--- src/rtl/decode_scoreboard.sv ---
// Register scoreboard and forwarding selector for the MIPS decode stage.
// Optional stall counter: define DECODE_SCOREBOARD_PERF_EN to build it.
module decode_scoreboard #(
    parameter int NUM_REGS = 32,
    parameter int ADDR_W   = 5,
    parameter int WB_DEPTH = 3,
    parameter int CNT_W    = 2
) (
    input  logic              clk,
    input  logic              rst_n,
    input  logic              issue_valid,
    input  logic [ADDR_W-1:0] issue_rs_addr,
    input  logic              issue_rs_used,
    input  logic [ADDR_W-1:0] issue_rt_addr,
    input  logic              issue_rt_used,
    input  logic              issue_we,
    input  logic [ADDR_W-1:0] issue_wr_addr,
    input  logic [CNT_W-1:0]  issue_lat,
    input  logic              hold,
    output logic              stall,
    output logic              issue_fire,
    output logic [CNT_W-1:0]  fwd_rs_stage,
    output logic [CNT_W-1:0]  fwd_rt_stage,
    output logic [31:0]       stall_count
);

    localparam logic [CNT_W-1:0]  WB_MAX     = CNT_W'(WB_DEPTH);
    localparam logic [CNT_W-1:0]  AGE_LAST   = CNT_W'(WB_DEPTH - 1);
    localparam logic [CNT_W-1:0]  AGE_ONE    = CNT_W'(1);
    localparam logic [ADDR_W:0]   NUM_REGS_L = (ADDR_W + 1)'(NUM_REGS);
    localparam logic              LOAD_PEND  = (WB_DEPTH > 1);

    logic [NUM_REGS-1:0]             pending_q, pending_d;
    logic [NUM_REGS-1:0][CNT_W-1:0]  age_q, age_d;
    logic [NUM_REGS-1:0][CNT_W-1:0]  lat_q, lat_d;

    logic             rs_pend, rt_pend, rs_blk, rt_blk;
    logic [CNT_W-1:0] eff_lat;
    logic             wr_ok;

    function automatic logic is_tracked(input logic [ADDR_W-1:0] a);
        return (a != '0) && ({1'b0, a} < NUM_REGS_L);
    endfunction

    // NOTE: every always_comb output gets a default first, so no path leaves a latch behind.
    always_comb begin
        rs_pend = 1'b0;
        rt_pend = 1'b0;
        if (is_tracked(issue_rs_addr)) rs_pend = pending_q[issue_rs_addr];
        if (is_tracked(issue_rt_addr)) rt_pend = pending_q[issue_rt_addr];
        rs_blk = issue_rs_used && rs_pend && (age_q[issue_rs_addr] < lat_q[issue_rs_addr]);
        rt_blk = issue_rt_used && rt_pend && (age_q[issue_rt_addr] < lat_q[issue_rt_addr]);
        fwd_rs_stage = (rs_pend && !rs_blk) ? age_q[issue_rs_addr] : '0;
        fwd_rt_stage = (rt_pend && !rt_blk) ? age_q[issue_rt_addr] : '0;
    end

    assign stall      = issue_valid & (rs_blk | rt_blk);
    assign issue_fire = rst_n & issue_valid & ~stall & ~hold;
    assign wr_ok      = issue_fire & issue_we & is_tracked(issue_wr_addr);

    always_comb begin
        if (issue_lat == '0)         eff_lat = AGE_ONE;
        else if (issue_lat > WB_MAX) eff_lat = WB_MAX;
        else                         eff_lat = issue_lat;
    end

    // Age counts cycles since issue; the issuing edge is the first of them, so
    // a fresh entry reads 1 in the cycle after issue and retires at WB_DEPTH.
    always_comb begin
        pending_d = pending_q;
        age_d     = age_q;
        lat_d     = lat_q;
        if (!hold) begin
            for (int i = 0; i < NUM_REGS; i++) begin
                if (pending_q[i]) begin
                    if (age_q[i] >= AGE_LAST) begin
                        pending_d[i] = 1'b0;
                        age_d[i]     = '0;
                    end else begin
                        age_d[i] = age_q[i] + AGE_ONE;
                    end
                end
            end
            // The youngest writer overrides same-cycle aging or retire (WAW).
            if (wr_ok) begin
                pending_d[issue_wr_addr] = LOAD_PEND;
                age_d[issue_wr_addr]     = LOAD_PEND ? AGE_ONE : '0;
                lat_d[issue_wr_addr]     = eff_lat;
            end
        end
        pending_d[0] = 1'b0;
    end

    // NOTE: the whole entry array is reset, since a stale pending bit after reset would stall or misforward.
    always_ff @(posedge clk or negedge rst_n) begin
        if (!rst_n) begin
            pending_q <= '0;
            age_q     <= '0;
            lat_q     <= '0;
        end else begin
            // NOTE: sequential state uses non-blocking assignments only.
            pending_q <= pending_d;
            age_q     <= age_d;
            lat_q     <= lat_d;
        end
    end

`ifdef DECODE_SCOREBOARD_PERF_EN
    logic [31:0] stall_count_q;

    always_ff @(posedge clk or negedge rst_n) begin
        if (!rst_n)
            stall_count_q <= '0;
        else if (issue_valid && stall && !hold && (stall_count_q != 32'hFFFF_FFFF))
            stall_count_q <= stall_count_q + 32'd1;
    end

    assign stall_count = stall_count_q;
`else
    assign stall_count = '0;
`endif

endmodule

--- config.mk ---
export PLATFORM = sky130hd
export DESIGN_NAME = decode_scoreboard
export DESIGN_NICKNAME = d
export VERILOG_FILES = /design/src/rtl/decode_scoreboard.sv
export SDC_FILE = /design/constraint.sdc
export NUM_CORES = 1
export LEC_CHECK = 0
export ABC_CLOCK_PERIOD_IN_PS = 7800
export BUFFER_PORTS_ARGS = -buffer_cell sky130_fd_sc_hd__buf_2
export CAP_MARGIN = 10
export CORE_MARGIN = 3
export CORE_UTILIZATION = 30
export CTS_BUF_LIST = sky130_fd_sc_hd__clkbuf_8
export CTS_CLUSTER_SIZE = 40
export DETAILED_ROUTE_END_ITERATION = 7
export GPL_ROUTABILITY_DRIVEN = 0
export SLEW_MARGIN = 5
export SYNTH_ARGS = -nofsm -noshare
export SYNTH_HDL_FRONTEND = slang
export SYNTH_SLANG_ARGS = --single-unit
--- constraint.sdc ---
create_clock -name clk -period 7.8 [get_ports clk]
set_input_delay 1.56 -clock clk [delete_from_list [all_inputs] [get_ports clk]]
set_output_delay 1.56 -clock clk [all_outputs]
set_load 0.05 [all_outputs]
==> summary.md <==
| Metric | Value |
|---|---|
| Count of unique library cells instantiated by Yosys | `about 60` |
| Internal power consumption | `approximately 0.0014 W` |
| Max-slew violations | `0` |
| Average cell area after synthesis | `approximately 11 um^2` |
| Number of vias in the routed layout | `about 7500` |
| CTS Root Buffer Type | `sky130_fd_sc_hd__clkbuf_8` |
| Height of the die | `191 um` |
| Number of warning messages in the yosys log | `0` |
| FFs w/ async S/R, synth | `100%` |
| Endpoint of the worst register-to-register path | `lat_q[52]` |
| Combinational share of power | `between 20% and 30%` |
| Starting Density | `30.6%` |
| Number of levels the H-tree was split into | `4` |
| Number of standard-cell rows in the floorplan | `67` |
| Number of instances resized during post-cts repair | `0` |
| Top library cells by usage in the layout, fill and taps aside | `sky130_fd_sc_hd__dfrtp_1, sky130_fd_sc_hd__mux4_2, sky130_fd_sc_hd__nand2_1, sky130_fd_sc_hd__mux2_2` |
| Least-Margin Pin Slew | `between 1 and 1.5 ns` |
| DIE WIDTH | `about 190 um` |
| Switching power summed over all nets | `roughly 0.00067 W` |
| CTS sink count | `159` |
| Drt initial violations | `662` |
| Wire length of the first global-routing pass | `44500 um` |
| Setup Total Neg Slack | `0 ns` |
| Average wire per cell in the routed design | `between 20 and 25 um` |
| Fin crit period | `7.10 ns` |
| Worst hold path class | `flip-flop to flip-flop` |
| Sequential cell area fraction in the yosys report | `between 30 and 40%` |
| Met2 global-route usage | `between 20% and 30%` |
| DP Cell Count | `roughly 1300` |
| Total wire length | `~29000 um` |
| Switching part of the total | `32.6%` |
| Number of vias per cell after detailed routing | `between 5 and 6` |
| Number of buffers created by CTS | `17` |
| Initial DRT Pass Iterations | `5` |
| Max-slew headroom | `about 22%` |
| Result of the run | `finished clean` |
| Post-Layout Inst Area | `between 10000 and 15000 um^2` |
| Worst setup EP type | `output pin` |
| HP Start | `lat_q[1]` |
| Clock-pin slew on the worst setup and hold paths | `0.08 ns` |
| Most common cell after layout, fill and taps aside | `sky130_fd_sc_hd__dfrtp_1` |
| Met3 track utilization from global routing | `~3.4%` |
| Primary FF master, synth | `sky130_fd_sc_hd__dfrtp_1` |
| Number of enable flip-flop cells after synthesis | `0` |
| Post-synthesis instance total | `about 900` |
| ANT cells | `0` |
| Final net count | `936` |
| Highest achievable clock rate | `around 0.14 GHz` |
| CP required | `approximately 6.2 ns` |
| Relative contribution of sequential cells to total power | `approximately 51%` |
| Final worst path period share | `about nine tenths` |
| Max Clock Skew | `between 0.01 and 0.015 ns` |
| Crit Reg-Reg Startpoint | `age_q[55]` |
| Largest net degree at the start of global routing | `76` |
| Number of nets with antenna violations after detailed routing | `0` |
| Kind of critical path | `primary input to output pin` |
| Leakage | `4.89 nW` |
| Synthesis-to-layout area growth | `8.00%` |
| Critical Path AT | `about 5.5 ns` |
| Overflow after GRT | `0` |
| Worst voltage drop across the vdd grid | `around 120 uV` |
| TritonCTS clock tree | `built` |
| DRC | `0` |
| Number of buffers inserted to repair setup after CTS | `0` |
| Hold_buf cts | `0` |
| Port buffer count | `29` |
| Busiest layer in global routing | `met2` |
| Share of total power in the clock network | `28.6%` |
| Max-cap viol count | `0` |
| Netlist area before placement | `~10000 um^2` |
| Antenna violations before repair | `0` |
| Via count of the first global-routing pass | `7290` |
| Fraction of final layout cells sized beyond drive strength 1 | `25.1%` |
| Half-perimeter wire length of the detailed placement result | `between 20000 and 25000 um` |
| Global-route usage over all layers | `about 16%` |
| Setup-failing EPs final | `0` |
| Power density over cell area | `roughly 190 nW/um^2` |
| Kind of start point of the critical path | `primary input` |
| Max Fanout on Critical Path | `28` |
| Min-Delay Endpoint | `lat_q[1]` |
| Post-route insts no fill | `roughly 1400` |
| Area after detailed placement | `10800 um^2` |
| Number of top-level design ports | `62` |
| RSZ-0062 raised after global routing | `false` |
| Final Hold Fails | `0` |
| Min-Delay Path Depth | `0` |
| Met1 track demand over resource in global routing | `about a fifth` |
| Synth Register Bits | `between 150 and 200` |
| Number of buffers on the longest clock path | `2` |
| Die footprint | `36600 um^2` |
| Clock network latency to the later pin of the worst-skew pair | `~0.47 ns` |
| Core footprint | `between 30000 and 40000 um^2` |
| R2R Setup Slk | `between 3 and 4 ns` |
| Cell depth of the worst flop-to-flop path | `11` |
per-layer routing:
| metal | vias up | routed length [um] |
|---|---|---|
| li1 | 3322 | - |
| met1 | 3870 | 12300 |
| met2 | 280 | 13600 |
| met3 | 73 | 1820 |
| met4 | 0 | 1310 |
| met5 | - | 0 |
how the worst max path moves through the flow:
| stage | from | endpoint | slack, ns | depth (start not counted) |
|---|---|---|---|---|
| floorplan | issue_rs_addr[0] | stall | 0.46 | 16 |
| global placement | issue_rs_addr[0] | issue_fire | 0.67 | 13 |
| detailed placement | issue_rs_addr[0] | issue_fire | 0.65 | 13 |
| CTS | issue_rs_addr[0] | issue_fire | 0.66 | 13 |
| global route | issue_rs_addr[0] | issue_fire | 0.45 | 13 |
| finish | issue_rs_addr[0] | issue_fire | 0.70 | 13 |
synthesized netlist by cell type, types with 3 or more instances:
library cell	number	area share, %
sky130_fd_sc_hd__nand4_1	6	0.36
sky130_fd_sc_hd__nor2_1	39	1.4
sky130_fd_sc_hd__nor4_4	7	1.4
sky130_fd_sc_hd__mux4_2	73	16
sky130_fd_sc_hd__o311ai_0	4	0.34
sky130_fd_sc_hd__nor4b_1	6	0.51
sky130_fd_sc_hd__mux2_2	52	5.7
sky130_fd_sc_hd__a22oi_1	14	1.0
sky130_fd_sc_hd__nand2b_1	51	3.1
sky130_fd_sc_hd__nor3_4	9	1.4
sky130_fd_sc_hd__inv_1	20	0.73
sky130_fd_sc_hd__or3b_2	4	0.34
sky130_fd_sc_hd__dfrtp_1	159	39
sky130_fd_sc_hd__nor2b_1	17	1.0
sky130_fd_sc_hd__nand2_1	66	2.4
sky130_fd_sc_hd__and3_1	3	0.18
sky130_fd_sc_hd__clkbuf_1	26	0.95
sky130_fd_sc_hd__and2_1	8	0.49
sky130_fd_sc_hd__mux2i_1	51	5.0
sky130_fd_sc_hd__nor3_1	15	0.73
sky130_fd_sc_hd__or3_1	3	0.18
sky130_fd_sc_hd__buf_4	38	2.8
sky130_fd_sc_hd__buf_2	16	0.78
sky130_fd_sc_hd__a21oi_1	30	1.5
sky130_fd_sc_hd__nor3b_1	4	0.29
sky130_fd_sc_hd__nand3b_1	6	0.44
sky130_fd_sc_hd__nand4b_1	4	0.34
sky130_fd_sc_hd__a211o_1	16	1.4
sky130_fd_sc_hd__nand3_1	20	0.97
sky130_fd_sc_hd__nor3_2	4	0.39
sky130_fd_sc_hd__buf_1	7	0.25
sky130_fd_sc_hd__a21o_1	33	2.4
sky130_fd_sc_hd__nor2_2	3	0.18
sky130_fd_sc_hd__o21ai_0	36	1.7
sky130_fd_sc_hd__mux2_1	16	1.7
layout make-up:
type,count,area (um^2)
fill,3378,22600
inverter,22,82.6
timing repair buffer,46,279
clock buffer,21,289
tap,448,561
multi-input combinational,664,5870
sequential,159,3980
clock inverter,10,73.8
sequential cells by signal (all words and copies together), names as in the netlist:
| register | flops |
|---|---|
| pending_q | 31 |
| lat_q | 64 |
| age_q | 64 |
kinds of logic (layout without fill, tap and decap cells):
| logic type | after synthesis | after routing | synth area share (%) |
|---|---|---|---|
| other cells | 1 | 32 | 0.0364 |
| mux | 192 | 192 | 28.3 |
| fa+ha+maj | 2 | 2 | 0.243 |
| flops | 159 | 159 | 38.6 |
| simple gates | 284 | 284 | 17.0 |
| compound gates | 154 | 154 | 9.99 |
| buf+inv | 111 | 99 | 5.77 |
per-stage QoR:
step                hold slack [ns]  setup WS, ns  power [W]  util (%)
floorplan                     0.441         0.456    0.00135         -
global placement              0.384         0.671    0.00147      32.0
detailed placement            0.390         0.653    0.00149      32.0
CTS                           0.402         0.656    0.00207      33.0
global route                  0.427         0.451    0.00216      33.0
finish                        0.411         0.703    0.00206      33.0
power by group through the flow:
stage / Sequential (W) / Combinational (W) / Clock (W)
floorplan: 0.00101 / 0.000338 / 0
global placement: 0.00106 / 0.000412 / 0
detailed placement: 0.00107 / 0.000420 / 0
CTS: 0.00105 / 0.000421 / 0.000601
global route: 0.00107 / 0.000459 / 0.000632
finish: 0.00105 / 0.000421 / 0.000589
worst max-delay path, cell delays in order:
cell and delay [ns]:
sky130_fd_sc_hd__buf_2 0.66, sky130_fd_sc_hd__buf_4 0.32, sky130_fd_sc_hd__mux4_2 0.51, sky130_fd_sc_hd__mux4_2 0.49, sky130_fd_sc_hd__mux2i_1 0.20, sky130_fd_sc_hd__ha_1 0.27
sky130_fd_sc_hd__nand2_1 0.08, sky130_fd_sc_hd__a221o_1 0.27, sky130_fd_sc_hd__o2111ai_1 0.19, sky130_fd_sc_hd__a211oi_4 0.11, sky130_fd_sc_hd__nor2_2 0.35, sky130_fd_sc_hd__and3_1 0.22
sky130_fd_sc_hd__buf_2 0.26
(Power assumes the default switching activity.)
